[config.mk]
export PLATFORM = sky130hd
export DESIGN_NAME = seg_display_scheduler
export DESIGN_NICKNAME = d
export VERILOG_FILES = /design/src/rtl/seg_display_scheduler.sv
export SDC_FILE = /design/constraint.sdc
export NUM_CORES = 1
export LEC_CHECK = 0
export ABC_AREA = 1
export BUFFER_PORTS_ARGS = -buffer_cell sky130_fd_sc_hd__buf_2
export CAP_MARGIN = 0
export CELL_PAD_IN_SITES_DETAIL_PLACEMENT = 0
export CELL_PAD_IN_SITES_GLOBAL_PLACEMENT = 1
export CORE_MARGIN = 10
export CORE_UTILIZATION = 30
export DETAILED_ROUTE_END_ITERATION = 16
export HOLD_SLACK_MARGIN = 0.08
export MAX_ROUTING_LAYER = met4
export PLACE_DENSITY_LB_ADDON = 0.1
export SETUP_SLACK_MARGIN = 0.3
export SLEW_MARGIN = 20
export SYNTH_ARGS = -nofsm -noshare
export SYNTH_HDL_FRONTEND = slang
export SYNTH_SLANG_ARGS = --single-unit
[constraint.sdc]
create_clock -name clk -period 2.3 [get_ports clk]
set_input_delay 0.46 -clock clk [delete_from_list [all_inputs] [get_ports clk]]
set_output_delay 0.46 -clock clk [all_outputs]
set_load 0.02 [all_outputs]
[src/rtl/seg_display_scheduler.sv]
// Round-robin time-slicer for the 4-digit seven-segment display: picks one of
// NUM_SRC debug taps, converts it to BCD with a serial double-dabble, clamps >9999.
module seg_display_scheduler #(
  parameter int NUM_SRC      = 4,
  parameter int DWELL_CYCLES = 100000000,
  parameter int CNT_W        = 32
) (
  input  logic                  clk,
  input  logic                  reset,
  input  logic [NUM_SRC*14-1:0] src_value,
  input  logic [NUM_SRC-1:0]    src_valid,
  input  logic                  hold,
  input  logic                  next_btn,
  output logic [3:0]            data_0,
  output logic [3:0]            data_1,
  output logic [3:0]            data_2,
  output logic [3:0]            data_3,
  output logic [1:0]            cur_src,
  output logic                  busy,
  output logic                  overflow
);

  // Handshake: none; src_valid is a level qualifier, next_btn a one-cycle pulse.
  typedef enum logic [1:0] {IDLE, LOAD, SHIFT, DONE} state_e;

  state_e      state_q, state_d;
  logic [CNT_W-1:0] cnt_q, cnt_d;
  logic [1:0]  cur_q, cur_d;
  logic        pending_q, pending_d;
  logic        stale_q, stale_d;
  logic        busy_q, busy_d;
  logic        ovf_q, ovf_d;
  logic [13:0] last_q, last_d;
  logic [13:0] bin_q, bin_d;
  logic [15:0] bcd_q, bcd_d;
  logic [15:0] disp_q, disp_d;
  logic [3:0]  iter_q, iter_d;

  logic        expire;
  logic        advance;
  logic [3:0][13:0] vals;
  logic [3:0]  valid4;
  logic [13:0] cur_value;
  logic        cur_valid;
  logic        found;
  logic [1:0]  next_src;
  logic [2:0]  cand;
  logic [15:0] bcd_adj;

  always_comb begin
    expire = 1'b0;
    cnt_d  = cnt_q;
    if (!hold) begin
      if (cnt_q == CNT_W'(DWELL_CYCLES - 1)) begin
        cnt_d  = '0;
        expire = 1'b1;
      end else begin
        cnt_d = cnt_q + CNT_W'(1);
      end
    end
    if (next_btn) cnt_d = '0;
    advance = expire | next_btn;
  end

  // Search cur+1, cur+2, ... wrapping, with cur itself last; smallest offset wins.
  always_comb begin
    vals                = '0;
    vals[NUM_SRC-1:0]   = src_value;
    valid4              = '0;
    valid4[NUM_SRC-1:0] = src_valid;
    cur_value = vals[cur_q];
    cur_valid = valid4[cur_q];
    found     = 1'b0;
    next_src  = cur_q;
    cand      = '0;
    for (int off = NUM_SRC; off >= 1; off--) begin
      cand = {1'b0, cur_q} + 3'(off);
      if (cand >= 3'(NUM_SRC)) cand = cand - 3'(NUM_SRC);
      if (valid4[cand[1:0]]) begin
        found    = 1'b1;
        next_src = cand[1:0];
      end
    end
  end

  always_comb begin
    state_d   = state_q;
    cur_d     = cur_q;
    pending_d = pending_q;
    stale_d   = stale_q;
    last_d    = last_q;
    bin_d     = bin_q;
    bcd_d     = bcd_q;
    iter_d    = iter_q;
    busy_d    = busy_q;
    ovf_d     = ovf_q;
    disp_d    = disp_q;
    bcd_adj   = bcd_q;
    for (int n = 0; n < 4; n++) begin
      if (bcd_q[4*n +: 4] >= 4'd5) bcd_adj[4*n +: 4] = bcd_q[4*n +: 4] + 4'd3;
    end
    if (state_q != IDLE && advance) pending_d = 1'b1;
    case (state_q)
      IDLE: begin
        if (advance || pending_q) begin
          pending_d = 1'b0;
          if (found) begin
            cur_d   = next_src;
            stale_d = 1'b1;
          end
        end else if (cur_valid && (stale_q || cur_value != last_q)) begin
          state_d = LOAD;
        end
      end
      LOAD: begin
        bin_d   = cur_value;
        last_d  = cur_value;
        stale_d = 1'b0;
        bcd_d   = '0;
        iter_d  = 4'd13;
        busy_d  = 1'b1;
        state_d = SHIFT;
      end
      SHIFT: begin
        {bcd_d, bin_d} = {bcd_adj, bin_q} << 1;
        if (iter_q == 4'd0) state_d = DONE;
        else                iter_d  = iter_q - 4'd1;
      end
      DONE: begin
        // Clamp is judged on the captured binary, the BCD has lost its 5th digit.
        if (last_q > 14'd9999) begin
          disp_d = 16'h9999;
          ovf_d  = 1'b1;
        end else begin
          disp_d = bcd_q;
          ovf_d  = 1'b0;
        end
        busy_d  = 1'b0;
        state_d = IDLE;
      end
      default: state_d = IDLE;
    endcase
  end

  always_ff @(posedge clk) begin
    if (!reset) begin
      state_q   <= IDLE;
      cnt_q     <= '0;
      cur_q     <= '0;
      pending_q <= 1'b0;
      stale_q   <= 1'b1;
      last_q    <= '0;
      bin_q     <= '0;
      bcd_q     <= '0;
      iter_q    <= '0;
      busy_q    <= 1'b0;
      ovf_q     <= 1'b0;
      disp_q    <= '0;
    end else begin
      state_q   <= state_d;
      cnt_q     <= cnt_d;
      cur_q     <= cur_d;
      pending_q <= pending_d;
      stale_q   <= stale_d;
      last_q    <= last_d;
      bin_q     <= bin_d;
      bcd_q     <= bcd_d;
      iter_q    <= iter_d;
      busy_q    <= busy_d;
      ovf_q     <= ovf_d;
      disp_q    <= disp_d;
    end
  end

  assign data_0   = disp_q[3:0];
  assign data_1   = disp_q[7:4];
  assign data_2   = disp_q[11:8];
  assign data_3   = disp_q[15:12];
  assign cur_src  = cur_q;
  assign busy     = busy_q;
  assign overflow = ovf_q;

endmodule
==> out/results.ini <==
[yosys]
synth_fp_nets = 1010
netlist_area_sq_um = 6030
ys_seq_elements = 104
ys_warn_count = 0
async_flop_share_pct = 0
yosysUniqueCellTypes = 44
yosysSeqAreaShare_pct = 34.5
synth-edff-count = 0
synthesis.area_per_instance_sq_um = 6.47
syn_inst = 932
synthFlopType = dfxtp_1

[final_layout]
layout_commonest_cell = nand2_1
drive_above_1_share_pct = 17.4
nFillCells = 2159
final_cell_mix = nand2_1, inv_1, dfxtp_1, buf_2, a21oi_1
fin_util_pct = 36.8
antenna_cells = 0
nets = 1098
areaGrowthSynthToFinish_pct = 19.6

[setup_path]
ff2ff_setup_slack_ns = 0.42
required_ns = 2.58
crit_fanout = 8
cp-end-kind = register
path_class = register to register
worstSetupStartpointType = register
cp.arrival_ns = 2.16

[clock_network]
numCtsBuffers = 9
cts_root_buf = clkbuf_16
cts_htree_levels = 3
cts_buffer_depth = 2
hold_buffers = 0
cts_sinks = 104
path_clk_slew_ns = 0.08
cts_tree = done
clk_latency_ns = 0.36

[floorplanning]
die_h_microns = 162
ios = 84
start_util_pct = 30.8
fp.dieW_microns = 162
std_cell_rows = 51
core-area_sq_um = 19600
die_area_sq_um = 26200

[pwr]
p_sw_share_pct = 42.3
seqPwrFrac_pct = 34.2
pwr_density_cell_nw_per_um2 = 909
p_comb_share_pct = 42.3
leakage_nw = 3.12
p_sw_w = 0.00277
ir_drop_mv = 0.424
p_clk_share_pct = 23.5
p_int_w = 0.00378

[detailed_routing]
drtPass1Iterations = 6
post_drt_wl_per_cell_microns = 14.1
routed_via_density = 4.57
drc = 0
num_vias = 5898
ant_nets = 0
dr.first_iter.drc_count = 359
finalWirelength_mm = 18.2

[timing]
clock_skew_ns = 0.00745
finalCriticalPeriod_ns = 1.88
final.setup.tns_ns = 0
slew_violations = 0
rsz0062_at_grt = no
slew_headroom_pct = 57.6
hold_violations = 0
max_freq_mhz = 532
setup_violations = 0
period_share_pct = 81.7
worst_pin_slew_ns = 0.636

[placement]
gp_congestion = 0.811
place_hpwl_mm = 13.8
port-buffer-count = 83

[global_route]
overflow = 0
grt_pass1_wl_mm = 29.5
track_usage_pct = 14.1
antenna_found_initial = 0
grt_pass1_vias = 5749
grt_max_degree = 57

[flow_run]
maxCapViolations = 0

[min_path]
hold_class = input pin to register

[outcome]
status = finished clean

==> layout make-up <==
class | count | area [sq um] | area share (%)
clock buffer | 9 | 225 | 3.12
clock inverter | 7 | 65.1 | 0.903
inverter | 132 | 509 | 7.06
multi-input combinational | 664 | 3340 | 46.4
sequential | 104 | 2100 | 29.1
tap | 265 | 332 | 4.60
timing repair buffer | 109 | 638 | 8.85
==> worst max-delay path: stages, from the launching register on <==
cell     delay [ns]
dfxtp_1        0.50
nand2_1        0.25
nor2_1         0.15
nand2_1        0.07
nor3_1         0.22
nand4_1        0.14
xor2_1         0.16
or2_1          0.21
a21oi_1        0.11
==> power by group through the flow <==
stage | combinational, W | clock (W) | sequential [W]
finish | 0.00277 | 0.00154 | 0.00224
global route | 0.00320 | 0.00167 | 0.00228
CTS | 0.00274 | 0.00161 | 0.00223
detailed placement | 0.00272 | 0 | 0.00226
global placement | 0.00274 | 0 | 0.00226
floorplan | 0.00191 | 0 | 0.00228
==> synthesized netlist by cell type (7+ instances only) <==
cell	instances	share of area, %
xor2_1	13	1.9
inv_1	127	7.9
nand4_1	20	2.1
o22ai_1	11	1.1
o221ai_1	8	1.2
o21ai_0	40	3.3
dfxtp_1	104	35
clkbuf_1	17	1.1
nand3_1	41	3.4
nor3_1	30	2.5
nor2_1	80	5.0
nand2_1	269	17
o21ai_1	7	0.58
a21oi_1	79	6.6
ha_1	14	2.9
==> state kept, by name, indices dropped and copies added (netlist names), 2 cells and up <==
signal	flops
cnt_q	32
bcd_q	16
disp_q	16
bin_q	14
last_q	14
iter_q	4
cur_src	2
state_q	2
==> per-layer routing <==
layer / global-route usage, % / wire length, microns / up-vias
met3: 2.45 / 519 / 12
met4: 2.98 / 161 / 0
met1: 19.2 / 9670 / 2621
met2: 21.4 / 7810 / 79
li1: - / - / 3186
met5: - / 0 / -
==> kinds of logic (layout without fill, tap and decap cells) <==
family,count (synthesis),after routing,share of synthesized area (%)
simple gates,478,478,34.9
buf+inv,164,257,11.2
compound gates,158,158,14.4
flops,104,104,34.5
fa+ha+maj,14,14,2.91
xor+xnor,14,14,2.03
==> repair_timing <==
item	4_1_cts	5_1_grt
gates cloned	0	0
setup endpoints to repair	1	21
pin swaps	0	3
hold endpoints to repair	0	0
gates resized for setup	4	34
buffers inserted	0	4
==> final timing paths <==
| check | startpoint | to | depth (start not counted) |
|---|---|---|---|
| worst max-delay path | cnt_q[18] | cnt_q[28] | 8 |
| worst min-delay path | hold | cnt_q[28] | 3 |
| worst max register to register | cnt_q[18] | cnt_q[28] | 8 |
| worst min register to register | disp_q[6] | disp_q[6] | 2 |
==> stage by stage <==
step	instances	power, W	hold slack (ns)	area [sq um]	worst slack, ns
final	1290	0.00655	0.448	7210	0.421
after global routing	1290	0.00715	0.442	7210	0.294
after CTS	1286	0.00658	0.425	7070	0.315
after detailed placement	1270	0.00498	0.456	6770	0.291
after global placement	1270	0.00500	0.456	6770	0.322
after floorplan	932	0.00419	0.433	6030	0.531
Power figures use the tool's default switching activity.
